===== config.mk =====
export PLATFORM = sky130hd
export DESIGN_NAME = diff_order_level_calculator
export DESIGN_NICKNAME = d
export VERILOG_FILES = /design/src/rtl/diff_order_level_calculator.sv
export SDC_FILE = /design/constraint.sdc
export NUM_CORES = 1
export LEC_CHECK = 0
export CORE_UTILIZATION = 34
export CTS_CLUSTER_DIAMETER = 150
export DETAILED_ROUTE_END_ITERATION = 7
export PLACE_DENSITY_LB_ADDON = 0.3
export RECOVER_POWER = 25
export SLEW_MARGIN = 20
export SYNTH_ARGS = -nofsm -noshare
export SYNTH_HDL_FRONTEND = slang
export SYNTH_SLANG_ARGS = --single-unit

===== constraint.sdc =====
create_clock -name clk_50 -period 6.6 [get_ports clk_50]
set_input_delay 1.32 -clock clk_50 [delete_from_list [all_inputs] [get_ports clk_50]]
set_output_delay 1.32 -clock clk_50 [all_outputs]
set_load 0.01 [all_outputs]

===== src/rtl/diff_order_level_calculator.sv =====
// Converts a differential order N into a nominal channel level L = L0 * TOE^N (mV).
// Optional macro LEVEL_CALC_ROUND_EN: round half-up instead of truncating.
module diff_order_level_calculator #(
  parameter logic [31:0] L0_Q16  = 32'd63161827,
  parameter logic [15:0] TOE_Q16 = 16'd30779
) (
  input  logic        clk_50,
  input  logic        reset,
  input  logic        start,
  input  logic [15:0] N,
  output logic        busy,
  output logic        done,
  output logic [11:0] L_mV
);

`ifdef LEVEL_CALC_ROUND_EN
  localparam logic [47:0] STEP_RND = 48'd32768;
  localparam logic [32:0] OUT_RND  = 33'd32768;
`else
  localparam logic [47:0] STEP_RND = 48'd0;
  localparam logic [32:0] OUT_RND  = 33'd0;
`endif

  typedef enum logic [1:0] {IDLE, LOAD, MUL, OUT} state_t;

  state_t      state_reg, state_next;
  logic [15:0] cnt_reg, cnt_next;
  logic [31:0] acc_reg, acc_next;
  logic [11:0] level_reg, level_next;
  logic        done_reg, done_next;

  logic [31:0] step_acc;
  logic [16:0] level_int;

  // Single-cycle Q16 multiply; TOE < 1 so the result always fits back in 32 bits.
  assign step_acc  = 32'((({16'd0, acc_reg} * {32'd0, TOE_Q16}) + STEP_RND) >> 16);
  assign level_int = 17'(({1'b0, acc_reg} + OUT_RND) >> 16);

  assign busy = (state_reg != IDLE);
  assign done = done_reg;
  assign L_mV = level_reg;

  always_ff @(posedge clk_50) begin
    if (reset) begin
      state_reg <= IDLE;
      cnt_reg   <= 16'd0;
      acc_reg   <= 32'd0;
      level_reg <= 12'd0;
      done_reg  <= 1'b0;
    end else begin
      state_reg <= state_next;
      cnt_reg   <= cnt_next;
      acc_reg   <= acc_next;
      level_reg <= level_next;
      done_reg  <= done_next;
    end
  end

  always_comb begin
    state_next = state_reg;
    cnt_next   = cnt_reg;
    acc_next   = acc_reg;
    level_next = level_reg;
    done_next  = 1'b0;
    case (state_reg)
      IDLE: begin
        if (start) begin
          cnt_next   = N;
          state_next = LOAD;
        end
      end
      LOAD: begin
        acc_next   = L0_Q16;
        state_next = MUL;
      end
      MUL: begin
        // Below 2^15 every further step is zero, so stop early; the output stage then yields 0.
        if (cnt_reg == 16'd0 || acc_reg < 32'd32768) begin
          state_next = OUT;
        end else begin
          acc_next = step_acc;
          cnt_next = cnt_reg - 16'd1;
        end
      end
      OUT: begin
        level_next = (level_int > 17'd4095) ? 12'd4095 : level_int[11:0];
        done_next  = 1'b1;
        state_next = IDLE;
      end
      default: state_next = IDLE;
    endcase
  end

endmodule


==> qor.yml, run 1 <==
logic_synthesis:
  ys_async_sr_fraction_pct: 0
  synth.distinct_cells: 61
  yosys_most_used_dff: "dfxtp_1"
  synth_fp_nets: 1544
  synth_area_um2: 10600
  synthCells: 1168
  synth_xor_area_share_pct: 2.31
  synth_top_family_by_area: "adder cells"
  ys_ff_latch: 62
  synth-compound-area-share_pct: 11.3
  synthSimpleGateAreaFrac_pct: 10.4
  synth_mux_area_share_pct: 0.295
  synth-seq-area-share_pct: 11.7
  synthAdderAreaFrac_pct: 53.4
  synth-edff-count: 0
  yosysWarnings: 0
  synth_area_per_cell_um2: 9.08
clocking:
  cts_inserted_buffers: 9
  root_buffer: "clkbuf_16"
  hold_buffers: 0
  post_cts_buffers: 0
  cts_tree: "built"
  cts.path.max_buffers: 2
  cts-resized-gates: 0
  clock_latency_ns: 0.36
  clkTransAtPathRegs_ns: 0.07
  cts-htree-levels: 3
  clock-sinks: 62
critical_path:
  critPathMaxStageDelay_ns: 0.56
  arrival_ns: 6.49
  reg2reg_depth: 20
  slowest_stage: "fa_1"
  crit_fanout: 5
  r2r-end: "acc_reg[26]$_SDFFE_PP0P_"
  crit_path_end_kind: "register"
  worstReg2RegStart: "acc_reg[3]$_SDFFE_PP0P_"
  critPathMostFrequentCell: "fa_1"
  path_class: "reg2reg"
  rrSetupSlack_ns: 0.36
  worst_setup_path_start_kind: "register"
  crit_required_ns: 6.85
  cp_cell_sequence: "inv_1 -> fa_1 -> inv_1 -> fa_1 -> ha_1 -> fa_1 -> fa_1 -> inv_1 -> fa_1 -> inv_1 -> ha_1 -> a21oi_1 -> o21ai_1 -> nor4_2 -> o21ai_1 -> a21oi_2 -> o31a_2 -> nor2b_1 -> or3_1 -> a32o_1"
sta:
  setup_violations: 0
  max_freq_mhz: 160
  slew_viol_final: 0
  fin_crit_ns: 6.24
  setup_ws_ns: 0.361
  skew_ns: 0.0136
  timing.setup.tns_ns: 0
  fin_hold_ws_ns: 0.473
  finalHoldViolCount: 0
  fin_crit_sh_pct: 94.5
  relSlewSlack_pct: 33.2
  rsz0062_at_grt: "false"
  tightestPinTransition_ns: 0.977
routing:
  wirelength_mm: 27.2
  wl_met2_mm: 13.2
  drc_errors: 0
  wl_met1_mm: 12.8
  drtPass1Iterations: 5
  routed.top_layer: "met4"
  num_vias: 7952
  routedWlPerCell_um: 16.9
  viasPerCell: 4.94
  antenna_left: 0
  dr.first_iter.drc_count: 401
  met3WireLength_um: 896
die:
  die_w_um: 179
  rows: 64
  coreArea_um2: 30700
  io_pins: 33
  die_y_um: 179
  initial_core_util_pct: 34.6
  die-area_um2: 31900
place:
  place_congestion: 0.918
  pre_cts_ws_ns: 0.383
  numPortBuffers: 32
  hpwl_mm: 23.2
cells_and_area:
  multiInputGateArea_um2: 8260
  fill_cells: 3108
  regArea_um2: 1240
  drive_above_1_share_pct: 4.70
  nets: 1585
  antenna_cells: 0
  largest_reg_flops: 31
  synthToLayoutAreaGrowth_pct: 11.3
min_path:
  holdPathEnd: "L_mV[9]$_SDFFE_PP0P_"
  min_from: "L_mV[9]$_SDFFE_PP0P_"
  hold_class: "reg2reg"
  hold_path_depth: 2
global_routing:
  grt_pass1_wl_mm: 44.0
  grt_antenna_before_repair: 0
  grt.overflow.total: 0
  globalRouteTotalUtil_pct: 18.2
  grt_max_degree: 53
  grt_pass1_vias: 8167
job:
  max_cap_viol_count: 0
outcome:
  status: "completed"
## synth_stat cells (all sizes together), types with 3 or more instances
| cell | count | area share [%] |
|---|---|---|
| o21a | 4 | 0.28 |
| buf | 7 | 0.35 |
| a211oi | 18 | 1.3 |
| nand3 | 9 | 0.42 |
| xor2 | 13 | 1.1 |
| and3 | 6 | 0.35 |
| o31ai | 7 | 0.54 |
| and2 | 3 | 0.18 |
| a22oi | 6 | 0.42 |
| o211ai | 4 | 0.28 |
| nor2 | 94 | 3.3 |
| xnor2 | 15 | 1.2 |
| or2 | 3 | 0.18 |
| nand3b | 5 | 0.35 |
| nor3 | 28 | 1.3 |
| ha | 197 | 23 |
| nor2b | 6 | 0.35 |
| clkbuf | 21 | 0.74 |
| fa | 160 | 30 |
| nand4 | 14 | 0.83 |
| a311oi | 4 | 0.33 |
| a21oi | 56 | 2.7 |
| nand2 | 50 | 1.8 |
| or3 | 6 | 0.35 |
| a31oi | 6 | 0.35 |
| o21bai | 5 | 0.35 |
| nor4 | 5 | 0.41 |
| dfxtp | 62 | 12 |
| inv | 265 | 9.4 |
| o22ai | 8 | 0.47 |
| o21ai | 42 | 2.0 |
| a21o | 11 | 0.78 |
## layout by cell type, fill, tap and decap left out, drive strengths merged, types with 9 or more instances in the layout
cell,synthesis,layout
inv,265,266
ha,197,197
fa,160,160
nor2,94,94
dfxtp,62,62
a21oi,56,56
nand2,50,50
o21ai,42,42
nor3,28,28
buf,7,27
clkdlybuf4s50,0,25
a211oi,18,18
xnor2,15,15
nand4,14,14
xor2,13,13
a21o,11,11
clkbuf,21,10
nand3,9,9
## layout make-up
cell class	instances	share of cell area, %
multi-input cells	812	69.9
repair buffers	58	4.32
flip-flops and latches	62	10.5
clock buffers	10	2.02
well taps	396	4.20
clock inverters	6	0.593
inverters	266	8.45
## stage by stage
| step | cells | instance area (um2) | util (%) |
|---|---|---|---|
| after floorplan | 1168 | 10600 | - |
| after global placement | 1594 | 11500 | 37.5 |
| after detailed placement | 1594 | 11500 | 37.5 |
| after CTS | 1610 | 11800 | 38.5 |
| after global routing | 1610 | 11800 | 38.5 |
| final | 1610 | 11800 | 38.5 |
## how the worst max path moves through the flow
stage,start,endpoint,slack [ns],cells past startpoint
final,acc_reg[3]$_SDFFE_PP0P_,acc_reg[26]$_SDFFE_PP0P_,0.36,20
after global routing,acc_reg[10]$_SDFFE_PP0P_,acc_reg[26]$_SDFFE_PP0P_,0.05,20
after CTS,acc_reg[4]$_SDFFE_PP0P_,acc_reg[23]$_SDFFE_PP0P_,0.36,19
after detailed placement,acc_reg[4]$_SDFFE_PP0P_,acc_reg[23]$_SDFFE_PP0P_,0.38,19
after global placement,acc_reg[4]$_SDFFE_PP0P_,acc_reg[23]$_SDFFE_PP0P_,0.37,19
after floorplan,acc_reg[3]$_SDFFE_PP0P_,acc_reg[26]$_SDFFE_PP0P_,0.93,20
## logic make-up after synthesis
group                      Yosys count
adders and majority gates          357
buffers and inverters              294
and+or+nand+nor                    236
AOI/OAI and AO/OA                  188
DFF                                 62
xor gates and xnor gates            28
muxes                                3
## worst max-delay path, delay by kind of cell, from the launching register on
kind	cells	cell delay, ns
flip-flops	1	0.43
AO/OA/AOI/OAI	6	1.32
AND/OR/NAND/NOR	3	0.74
buffers and inverters	4	0.35
adder cells (fa/ha/maj)	7	3.29
## routing by layer
metal	up-vias	GRT usage, %
met5	-	0
met1	3926	25.3
met2	117	30.4
met3	26	2.05
met4	0	3.46
li1	3883	-
Power of run 1 is not shown: default switching activity piles up to over one toggle a cycle in this logic, so the estimate is an artifact.
==> run 2, diff against run 1 <==
--- a/config.mk
+++ b/config.mk
@@ -5,10 +5,11 @@
 export SDC_FILE = /design/constraint.sdc
 export NUM_CORES = 1
 export LEC_CHECK = 0
+export ABC_AREA = 0
 export CORE_UTILIZATION = 34
 export CTS_CLUSTER_DIAMETER = 150
 export DETAILED_ROUTE_END_ITERATION = 7
-export PLACE_DENSITY_LB_ADDON = 0.3
+export PLACE_DENSITY = 0.55
 export RECOVER_POWER = 25
 export SLEW_MARGIN = 20
 export SYNTH_ARGS = -nofsm -noshare
==> qor.yml, run 2 (same netlist as run 1, synthesis figures left out) <==
min_path:
  min_from: "L_mV[9]$_SDFFE_PP0P_"
  hold_path_depth: 2
  hold_class: "reg2reg"
clocking:
  root_buffer: "clkbuf_16"
  clkTransAtPathRegs_ns: 0.06
  cts_tree: "built"
  cts-resized-gates: 0
  cts-htree-levels: 3
  clock_latency_ns: 0.35
  cts.path.max_buffers: 2
  post_cts_buffers: 0
  cts_inserted_buffers: 9
  clock-sinks: 62
  hold_buffers: 0
global_routing:
  globalRouteTotalUtil_pct: 18.4
  grt_pass1_wl_mm: 44.4
  grt.overflow.total: 0
  grt_max_degree: 53
  grt_pass1_vias: 8260
  grt_antenna_before_repair: 0
routing:
  antenna_left: 0
  num_vias: 7898
  drc_errors: 0
  wirelength_mm: 27.4
  dr.first_iter.drc_count: 404
  viasPerCell: 4.90
  drtPass1Iterations: 5
  routedWlPerCell_um: 17.0
critical_path:
  worstReg2RegStart: "acc_reg[3]$_SDFFE_PP0P_"
  crit_path_end_kind: "register"
  crit_fanout: 5
  reg2reg_depth: 20
  crit_required_ns: 6.84
  path_class: "reg2reg"
  crit_start: "acc_reg[3]$_SDFFE_PP0P_"
  worst_setup_path_start_kind: "register"
  arrival_ns: 6.53
sta:
  skew_ns: 0.00853
  finalHoldViolCount: 0
  setup_violations: 0
  slew_viol_final: 0
  tightestPinTransition_ns: 1.05
  fin_crit_sh_pct: 95.3
  relSlewSlack_pct: 28.1
  max_freq_mhz: 159
  timing.setup.tns_ns: 0
  rsz0062_at_grt: "false"
  fin_crit_ns: 6.29
die:
  initial_core_util_pct: 34.6
  io_pins: 33
  rows: 64
  coreArea_um2: 30700
  die_y_um: 179
  die_w_um: 179
  die-area_um2: 31900
cells_and_area:
  final_common_cell: "inv_1"
  most-common-layout-cells: "inv_1 (265), ha_1 (197), fa_1 (160)"
  largest_reg_flops: 31
  nets: 1587
  final_area_um2: 11800
  antenna_cells: 0
  drive_above_1_share_pct: 4.93
  synthToLayoutAreaGrowth_pct: 11.5
job:
  max_cap_viol_count: 0
place:
  hpwl_mm: 23.4
  numPortBuffers: 32
  dpl_cell_area_um2: 11500
  place_congestion: 0.901
outcome:
  status: "completed"
[run 2: cell types whose count changed in the layout (fill, tap and decap cells not counted)]
cell / previous run / this run
nor3_1: 28 / 27
buf_4: 26 / 28
nor3_2: 0 / 1
[run 2: routing by layer]
layer  part of all wire [%]  global-route usage [%]  vias up
li1                       -                       -     3883
met1                     48                    25.5     3862
met2                     47                    30.2      122
met3                    3.0                    2.13       31
met4                    2.2                    5.08        0
met5                      0                       0        -
[run 2: worst max-delay path: stages, from the launching register on]
cell     delay, ns
dfxtp_1       0.45
inv_1         0.16
fa_1          0.56
inv_1         0.08
fa_1          0.45
ha_1          0.33
fa_1          0.52
fa_1          0.55
inv_1         0.06
fa_1          0.55
inv_1         0.05
ha_1          0.34
a21oi_1       0.24
o21ai_1       0.14
nor4_2        0.36
o21ai_1       0.22
a21oi_2       0.30
o31a_2        0.22
nor2b_1       0.05
or3_1         0.30
a32o_1        0.25
[run 2: worst paths after layout]
path | endpoint | slack (ns)
worst max-delay path | acc_reg[26]$_SDFFE_PP0P_ | 0.31
worst min-delay path | L_mV[9]$_SDFFE_PP0P_ | 0.47
worst max register to register | acc_reg[26]$_SDFFE_PP0P_ | 0.31
worst min register to register | L_mV[9]$_SDFFE_PP0P_ | 0.47
[run 2: layout make-up]
class	count	area, um2
Clock buffer	10	239
Clock inverter	6	70.1
Fill cell	3138	18800
Inverter	266	998
Multi-Input combinational cell	812	8260
Sequential cell	62	1240
Tap cell	396	495
Timing Repair Buffer	60	526
[run 2: stage by stage]
stage	utilization, %	hold WS, ns	setup slack (ns)	std cells
after floorplan	-	0.489	0.932	1168
after global placement	37.5	0.467	0.388	1596
after detailed placement	37.5	0.467	0.344	1596
after CTS	38.6	0.481	0.325	1612
after global routing	38.6	0.498	0.0206	1612
final	38.6	0.475	0.311	1612
Power of run 2 is left out for the same reason.
==> RTL change: new RTL, flow settings as in run 1 <==
Add an input register stage for `start` and `N`, without a reset; this delays them by one clock.
--- a/src/rtl/diff_order_level_calculator.sv
+++ b/src/rtl/diff_order_level_calculator.sv
@@ -24,2 +24,10 @@
   typedef enum logic [1:0] {IDLE, LOAD, MUL, OUT} state_t;
+
+  logic start_q;
+  logic [15:0] N_q;
+
+  always_ff @(posedge clk_50) begin
+    start_q <= start;
+    N_q     <= N;
+  end
 
@@ -66,4 +74,4 @@
       IDLE: begin
-        if (start) begin
-          cnt_next   = N;
+        if (start_q) begin
+          cnt_next   = N_q;
           state_next = LOAD;
Formal check against the unedited RTL: not equivalent (a bounded check fails within 4 cycles, from zero or initial values and one cycle with reset high).
==> RTL change against run 1 <==
The run now ends with capacitance limit, slew limit left; final cell count up 6.0%; sequential cell count up 17; routed wire length up 8.8%; global-route usage up 0.34 points; cell area up 5.9%; setup slack worse by 0.0077 ns; area after synthesis up 6.6%; highest routed layer unchanged.
Power is not shown: default switching activity piles up to over one toggle a cycle in this logic, so the estimate is an artifact.
==> RTL change: results (changes against run 1) <==
| Metric | Value |
|---|---|
| Vias per inst | 4.97 (+0.71%) |
| Min-delay src | L_mV[3] |
| Critical Path Fanout Max | 6 (+1) |
| First DRT Iteration DRCs | 510 (+27%) |
| Slew of the pin with the lowest slew margin | 1.90 ns (+0.927 ns) |
| Share of cells above drive strength 1 | 4.75% (+0.052 points) |
| Global routing usage on met2 | 32.0% (+1.6 points) |
| Final hold slack | 0.476 ns (+0.00300 ns) |
| Met3 Use GR | 2.55% (+0.50 points) |
| Synth Instances | 1,218 (+4.3%) |
| Post-DP HPWL | 25.5 mm (+10%) |
| Fin. max-slew vios | 39 (+39) |
| Reg2reg end | acc_reg[23] |
| Largest net degree at the start of global routing | 39 (-26%) |
| Syn_nets | 1,594 (+3.2%) |
| Inst Count DP | 1,690 (+6.0%) |
| CP Data Arrival Time | 6.44 ns (-0.05 ns) |
| Vias in the first global route | 8,847 (+8.3%) |
| Placer's final routability congestion estimate | 0.951 (+3.6%) |
| Clock Skew | 0.0155 ns (+0.00193 ns) |
| Register area share after synthesis | 14.0% (+2.3 points) |
| DP Worst Slack | 0.353 ns (-0.0296 ns) |
| First-pass GRT wire length | 48.2 mm (+9.6%) |
| Fin cells | 1,706 (+6.0%) |
| Failing checks | capacitance limit, slew limit |
| GRT met1 Usage | 24.6% (-0.73 points) |
| Status | finished with violations |
| Maxcap violations | 1 (+1) |
| Ranking of synthesized cells by area | fa_1 (28%), ha_1 (22%), dfxtp_1 (14%), inv_1 (9.0%), nor2_1 (2.6%) |
[RTL change: cell types whose count changed after synthesis, sizes merged, moves of 6 or more]
cell	before	now
o21ai	42	30
nand3	9	16
nor2	94	79
inv	265	271
a21o	11	25
and3	6	12
dfxtp	62	79
[RTL change: per-layer routing]
layer,wire length (microns),part of all wire [%]
met1,13400,45
met2,14600,49
met3,1060,3.6
met4,490,1.7
met5,0,0
[RTL change: cell families after synthesis]
| logic type | share of synthesized area [%] |
|---|---|
| adders and majority gates | 50.1 |
| buffers and inverters | 10.3 |
| and+or+nand+nor | 10.8 |
| AOI/OAI and AO/OA | 12.9 |
| DFF | 14.0 |
| xor gates and xnor gates | 1.63 |
| muxes | 0.365 |
[RTL change: final cells by class]
type / count / area (sq um)
Fill cell: 3336 / 20100
Multi-Input combinational cell: 841 / 8570
Sequential cell: 79 / 1580
Inverter: 272 / 1020
Tap cell: 442 / 553
Timing Repair Buffer: 56 / 490
Clock buffer: 9 / 225
Clock inverter: 7 / 67.6
